$ cat src/rtl/pulse_param_loader.sv
// Pulse-sequence parameter loader: parses framed UART writes into a shadow
// register set and commits the whole set to the active outputs at a period boundary.
module pulse_param_loader #(
   parameter int TIMEOUT_CYCLES = 500000
) (
   input  logic        clk,
   input  logic        reset,
   input  logic [7:0]  rx_byte,
   input  logic        rx_valid,
   input  logic        period_start,
   output logic [31:0] per,
   output logic [15:0] p1wid,
   output logic [15:0] del,
   output logic [15:0] p2wid,
   output logic [7:0]  nut_w,
   output logic [15:0] nut_d,
   output logic [7:0]  cp,
   output logic [7:0]  p_bl,
   output logic [15:0] p_bl_off,
   output logic        bl,
   output logic        load_strobe,
   output logic        pending,
   output logic        cmd_ok,
   output logic        cmd_err
);

   localparam int NF = 10;
   localparam int GW = $clog2(TIMEOUT_CYCLES + 1);
   localparam logic [7:0] SYNC = 8'hA5;

   function automatic int field_width(input int i);
      case (i)
         0:          return 32;
         4, 6, 7:    return 8;
         9:          return 1;
         default:    return 16;
      endcase
   endfunction

   function automatic int field_offset(input int i);
      int sum = 0;
      for (int k = 0; k < i; k++) sum += field_width(k);
      return sum;
   endfunction

   function automatic logic [31:0] field_default(input int i);
      case (i)
         0:       return 32'd4000;
         1:       return 32'd30;
         2:       return 32'd200;
         3:       return 32'd60;
         6:       return 32'd1;
         7:       return 32'd50;
         8:       return 32'd100;
         9:       return 32'd1;
         default: return 32'd0;
      endcase
   endfunction

   function automatic logic [2:0] byte_len(input logic [3:0] a);
      case (a)
         4'd0:                   return 3'd4;
         4'd4, 4'd6, 4'd7, 4'd9: return 3'd1;
         default:                return 3'd2;
      endcase
   endfunction

   localparam int TOTAL = field_offset(NF);

   typedef enum logic [1:0] {IDLE, ADDR, DATA, CHK} state_t;

   state_t           state_reg, state_next;
   logic [3:0]       addr_reg;
   logic [2:0]       cnt_reg;
   logic [31:0]      asm_reg;
   logic [7:0]       xor_reg;
   logic [GW-1:0]    gap_reg;
   logic [TOTAL-1:0] shadow_reg;
   logic [TOTAL-1:0] active_reg;
   logic             pending_reg, load_strobe_reg, cmd_ok_reg, cmd_err_reg;
   logic             timeout, frame_ok, frame_err, commit;

   always_ff @(posedge clk) begin
      if (reset) state_reg <= IDLE;
      else       state_reg <= state_next;
   end

   assign timeout = (state_reg != IDLE) && !rx_valid && (gap_reg == GW'(TIMEOUT_CYCLES - 1));

   always_comb begin
      state_next = state_reg;
      case (state_reg)
         IDLE: if (rx_valid && rx_byte == SYNC) state_next = ADDR;
         ADDR: if (rx_valid) state_next = (rx_byte > 8'd9) ? IDLE : DATA;
         DATA: if (rx_valid && cnt_reg == 3'd1) state_next = CHK;
         CHK:  if (rx_valid) state_next = IDLE;
         default: state_next = IDLE;
      endcase
      if (timeout) state_next = IDLE;
   end

   // Timeout only fires on a cycle without rx_valid, so ok and err are exclusive.
   always_comb begin
      frame_ok  = (state_reg == CHK) && rx_valid && (rx_byte == xor_reg);
      frame_err = ((state_reg == ADDR) && rx_valid && (rx_byte > 8'd9))
               || ((state_reg == CHK) && rx_valid && (rx_byte != xor_reg))
               || timeout;
   end

   assign commit = period_start && pending_reg;

   always_ff @(posedge clk) begin
      if (reset) begin
         addr_reg        <= '0;
         cnt_reg         <= '0;
         asm_reg         <= '0;
         xor_reg         <= '0;
         gap_reg         <= '0;
         pending_reg     <= 1'b0;
         load_strobe_reg <= 1'b0;
         cmd_ok_reg      <= 1'b0;
         cmd_err_reg     <= 1'b0;
      end else begin
         if (state_reg == IDLE || rx_valid) gap_reg <= '0;
         else                               gap_reg <= gap_reg + GW'(1);
         if (rx_valid && state_reg == ADDR) begin
            addr_reg <= rx_byte[3:0];
            cnt_reg  <= byte_len(rx_byte[3:0]);
            asm_reg  <= '0;
            xor_reg  <= rx_byte;
         end else if (rx_valid && state_reg == DATA) begin
            asm_reg <= {asm_reg[23:0], rx_byte};
            xor_reg <= xor_reg ^ rx_byte;
            cnt_reg <= cnt_reg - 3'd1;
         end
         // A write landing on the commit cycle keeps pending set for the next period.
         if (frame_ok)    pending_reg <= 1'b1;
         else if (commit) pending_reg <= 1'b0;
         load_strobe_reg <= commit;
         cmd_ok_reg      <= frame_ok;
         cmd_err_reg     <= frame_err;
      end
   end

   genvar gi;
   generate
      for (gi = 0; gi < NF; gi++) begin : g_field
         localparam int          W = field_width(gi);
         localparam int          O = field_offset(gi);
         localparam logic [31:0] D = field_default(gi);
         always_ff @(posedge clk) begin
            if (reset) begin
               shadow_reg[O +: W] <= D[W-1:0];
               active_reg[O +: W] <= D[W-1:0];
            end else begin
               if (frame_ok && addr_reg == 4'(gi)) shadow_reg[O +: W] <= asm_reg[W-1:0];
               if (commit) active_reg[O +: W] <= shadow_reg[O +: W];
            end
         end
      end
   endgenerate

   assign per         = active_reg[field_offset(0) +: 32];
   assign p1wid       = active_reg[field_offset(1) +: 16];
   assign del         = active_reg[field_offset(2) +: 16];
   assign p2wid       = active_reg[field_offset(3) +: 16];
   assign nut_w       = active_reg[field_offset(4) +: 8];
   assign nut_d       = active_reg[field_offset(5) +: 16];
   assign cp          = active_reg[field_offset(6) +: 8];
   assign p_bl        = active_reg[field_offset(7) +: 8];
   assign p_bl_off    = active_reg[field_offset(8) +: 16];
   assign bl          = active_reg[field_offset(9)];
   assign load_strobe = load_strobe_reg;
   assign pending     = pending_reg;
   assign cmd_ok      = cmd_ok_reg;
   assign cmd_err     = cmd_err_reg;

endmodule

$ cat config.mk
export PLATFORM = sky130hd
export DESIGN_NAME = pulse_param_loader
export DESIGN_NICKNAME = d
export VERILOG_FILES = /design/src/rtl/pulse_param_loader.sv
export SDC_FILE = /design/constraint.sdc
export NUM_CORES = 1
export LEC_CHECK = 0
export CORE_MARGIN = 2
export CORE_UTILIZATION = 32
export CTS_CLUSTER_DIAMETER = 120
export DETAILED_ROUTE_END_ITERATION = 8
export SYNTH_ARGS = -nofsm -noshare
export SYNTH_HDL_FRONTEND = slang
export SYNTH_SLANG_ARGS = --single-unit
$ cat constraint.sdc
create_clock -name clk -period 4.29 [get_ports clk]
set_clock_uncertainty 0.2 [all_clocks]
set_input_delay 0.858 -clock clk [delete_from_list [all_inputs] [get_ports clk]]
set_output_delay 0.858 -clock clk [all_outputs]
set_load 0.02 [all_outputs]
# --- Word-level counts from Yosys, hierarchy flattened ---
# Cells that the tools add are included.
totals:
  regBits: 346
  in_bits: 12
  out_inout_bits: 141
  elab_cells: 108
classes:
  add_sub_neg: 2
  order_cmp: 1
  eq_ne: 25
  muxes: 13
  bitwise: 1
  reduce_logical: 36
ops:
  columns: ["operator", "n"]
  rows:
  - ["$eq A4 B3 Y1 const B", 7]
  - ["$logic_and A1 B1 Y1", 21]
  - ["$add A19 B1 Y19 const B", 1]
  - ["$eq A19 B19 Y1 const B", 1]
  - ["$mux W8", 2]
  - ["$eq A4 B4 Y1 const B", 3]
  - ["$mux W2", 5]
  - ["$eq A4 B2 Y1 const B", 2]
  - ["$eq A8 B8 Y1", 1]
  - ["$eq A8 B8 Y1 const B", 1]
  - ["$gt A8 B4 Y1 const B", 1]
  - ["$logic_not A4 Y1", 2]
  - ["$ne A2 B2 Y1 const B", 4]
  - ["$ne A8 B8 Y1", 1]
  - ["$pmux W2 S4", 1]
  - ["$xor A8 B8 Y8", 1]
  - ["$mux W3", 2]
  - ["$pmux W3 S2", 1]
  - ["$reduce_bool A2 Y1", 3]
  - ["$reduce_or A2 Y1", 3]
  - ["$eq A2 B2 Y1 const B", 2]
  - ["$eq A4 B1 Y1 const B", 1]
  - ["$reduce_and A4 Y1", 1]
  - ["$reduce_or A4 Y1", 1]
  - ["other kinds (7)", 10]

# --- Longest topological paths before layout ---
logic_depth:
  depth_word: 5
  depth_mapped: 8
  mapped_depth_nobuf: 5

# --- Worst setup path after synthesis ---
# No wires, ideal clock.
synth_timing:
  path_type: "input -> register"
  startpoint: "in rx_byte[0]"
  endpoint: "reg shadow_reg[38]"
  arrival_ns: 2.459
  required_time_ns: 4.018
  slack_ns: 1.559
  cell_stages: 7
  cell_sequence: "buf_6 > xor2_1 > nor4_4 > and4_1 > buf_4 > buf_6 > mux2i_1"
synth_between:
  elab_chain_len: 3
synth_rtl:
  columns: ["item", "line_no", "text"]
  rows:
  - ["start, declared", "8", "input logic [7:0] rx_byte,"]
  - ["$eq A8 B8 Y1", "104", "frame_ok = (state_reg == CHK) && rx_valid && (rx_byte == xor_reg);"]
  - ["$logic_and A1 B1 Y1", "104", null]
  - ["$logic_and A1 B1 Y1", "156", "if (frame_ok && addr_reg == 4'(gi)) shadow_reg[O +: W] <= asm_reg[W-1:0];"]
  - ["end signal, assigned by index", "153", "shadow_reg[O +: W] <= D[W-1:0];"]
  - ["end signal, assigned by index", "156", null]
  - ["end, declared", "78", "logic [TOTAL-1:0] shadow_reg;"]
# Every way passes these cells.
# A chain may end at the register's enable or synchronous reset.

# --- Final worst setup path ---
layout_timing:
  startpoint: "in rx_byte[2]"
  endpoint: "reg shadow_reg[40]"
# The elaborated chain is that of the path after synthesis.

==> flow_summary.json <==
{
  "rows": 73,
  "fp.coreArea_sq_mm": 0.03982,
  "netlist_instances": 1499,
  "worst_pin_slew_ns": 1.097,
  "regArea_sq_mm": 0.006927,
  "fmax_ghz": 0.3218,
  "finalHoldViolCount": 0,
  "hold_class": "reg -> reg",
  "timing.final.crit_share_pct": 72.43,
  "slew_headroom_pct": 26.67,
  "yosysMostFrequentCell": "nand2_1",
  "fin_cells": 2157,
  "antenna_found_initial": 0,
  "largest_reg_flops": 137,
  "io_buffers": 152,
  "drcViolationCount": 0,
  "slowest_stage": "nor4_4",
  "p_leak_nw": 6.179,
  "finalMaxSlewViolations": 0,
  "num_vias": 10503,
  "gp_congestion": 0.7830,
  "rsz0062_at_grt": "false",
  "min_period_ns": 3.107,
  "ctsResizeCount": 0,
  "cpPeakStageDelay_ns": 0.75,
  "track_usage_pct": 16.50,
  "outcome": "complete, no violations",
  "die_x_microns": 205.2,
  "finish.instance_area_sq_mm": 0.01614,
  "vias_per_cell": 4.869,
  "dp_hpwl_mm": 23.16,
  "nets": 1619,
  "cts_tree": "yes",
  "clock-sinks": 346,
  "synth_area_per_cell_sq_um": 8.642,
  "synth-edff-count": 0,
  "cap_viol_max_count": 0,
  "powerDensity_mw_per_mm2": 407.7,
  "required_ns": 4.53,
  "tns_ns": 0,
  "postCtsSetupRepairBufs": 0,
  "final_antenna_net_count": 0,
  "multi_input_area_sq_mm": 0.005554,
  "async_flop_share_pct": 0,
  "fp.dieH_microns": 205.2,
  "syn_area_sq_mm": 0.01295,
  "postLayoutCoreUtil_pct": 40.52,
  "ioPinCount": 153,
  "nFillCells": 4036,
  "cts_root_buf": "clkbuf_16",
  "placed_cell_area_sq_mm": 0.01487,
  "wl_mm": 35.39,
  "synth_area_leader_cell": "dfxtp_1",
  "crit_chain": "clkdlybuf4s50_1 -> xor2_1 -> nor4_4 -> and4_1 -> buf_4 -> mux2i_1",
  "h-tree-depth": 2,
  "cts_buffers": 38,
  "drt-pass1-iter-count": 5,
  "syn-num-nets": 1514,
  "diodes": 0,
  "grt_pass1_vias": 9777,
  "overflow": 0,
  "ys_types": 49,
  "arrival_ns": 3.35,
  "yosys-top-cells-area": "dfxtp_1, nand2_1, mux2i_1",
  "dp.cells": 2089,
  "cp_max_fo": 16,
  "ys_ff_latch": 346,
  "yosys_warnings": 0,
  "die-area_sq_mm": 0.04211,
  "clk_pin_slew_ns": 0.06,
  "path_class": "in -> reg",
  "syn_to_final_growth_pct": 24.57,
  "hold_slack_ns": 0.2468,
  "ctsHoldBuffers": 0,
  "grt_pass1_wl_mm": 54.91,
  "drt_iter0_drc": 646,
  "clockBufferDepth": 3,
  "layout-drive-gt1-share_pct": 6.250,
  "startpoint_type": "primary input",
  "netlist.area_leader.share_pct": 53.47,
  "insertion_delay_ns": 0.53,
  "wl_per_cell_microns": 16.41,
  "grt_max_degree": 183,
  "yosysSeqAreaShare_pct": 53.47,
  "setup_viol_count_final": 0,
  "ys_top_cells_by_count": "nand2_1, dfxtp_1, a21oi_1",
  "ir_drop_uv": 233.9,
  "end_kind": "register",
  "synthFlopType": "dfxtp_1",
  "initial_core_util_pct": 32.53
}
## path summary, 6_finish.rpt
check | start | endpoint | slack, ns | cells after the start
min | shadow_reg[41] | p1wid[9] | 0.25 | 2
min reg2reg | shadow_reg[41] | p1wid[9] | 0.25 | 2
max | rx_byte[2] | shadow_reg[40] | 1.18 | 6
max reg2reg | state_reg[0] | shadow_reg[29] | 1.70 | 4
## area by class of cell
| class | instances | area share [%] |
|---|---|---|
| Sequential cell | 346 | 42.92 |
| Multi-Input combinational cell | 1041 | 34.42 |
| Timing Repair Buffer | 173 | 10.65 |
| Clock buffer | 58 | 7.226 |
| Tap cell | 525 | 4.070 |
| Clock inverter | 10 | 0.6125 |
| Inverter | 4 | 0.1085 |
## layout by cell type (no fill, tap or decap), drive strengths merged, types with 6 or more instances in the layout
| cell | synthesis | layout |
|---|---|---|
| dfxtp | 346 | 346 |
| nor2 | 64 | 64 |
| inv | 4 | 6 |
| o21ai | 13 | 13 |
| nand2b | 6 | 6 |
| mux2i | 121 | 121 |
| nand3 | 39 | 39 |
| clkbuf | 87 | 58 |
| a21oi | 183 | 183 |
| clkdlybuf4s50 | 0 | 151 |
| nand4 | 29 | 29 |
| nand2 | 479 | 479 |
| xor2 | 16 | 16 |
| nor4 | 11 | 11 |
| buf | 21 | 22 |
| o31ai | 17 | 17 |
| nor3 | 6 | 6 |
## report_power, final
group	internal [mW]	total, mW	switching (mW)
logic	0.0233	0.114	0.0905
registers	3.21	3.21	0.0000928
clock network	1.94	3.25	1.31
## critical path, delay by kind of cell
family | cells | cell delay, ns
AND/OR/NAND/NOR | 2 | 1.04
buffers and inverters | 2 | 1.01
multiplexers | 1 | 0.23
XOR/XNOR | 1 | 0.21
## cell families (layout without fill, tap and decap cells)
group,after synthesis,count (layout),share of synthesized area [%]
xor+xnor,20,20,1.352
simple gates,669,669,22.31
compound gates,227,227,9.407
flops,346,346,53.47
fa+ha+maj,3,3,0.2898
buf+inv,112,245,3.738
mux,122,122,9.436
## per-stage QoR
step / setup WS, ns / total power, mW
6_report: 1.183 / 6.580
5_1_grt: 1.032 / 6.790
4_1_cts: 1.226 / 6.651
3_5_place_dp: 0.6866 / 3.398
3_3_place_gp: 0.7464 / 3.396
2_1_floorplan: 1.559 / 3.361
## metal layers
layer | share of wire, % | GRT usage [%] | vias up | wire length, microns
li1 | - | - | 5240 | -
met3 | 4.6 | 2.122 | 50 | 1612
met2 | 47 | 27.24 | 235 | 16480
met1 | 47 | 22.64 | 4978 | 16550
met5 | 0 | 0 | - | 0
met4 | 2.1 | 4.573 | 0 | 748
(Power assumes the default switching activity.)
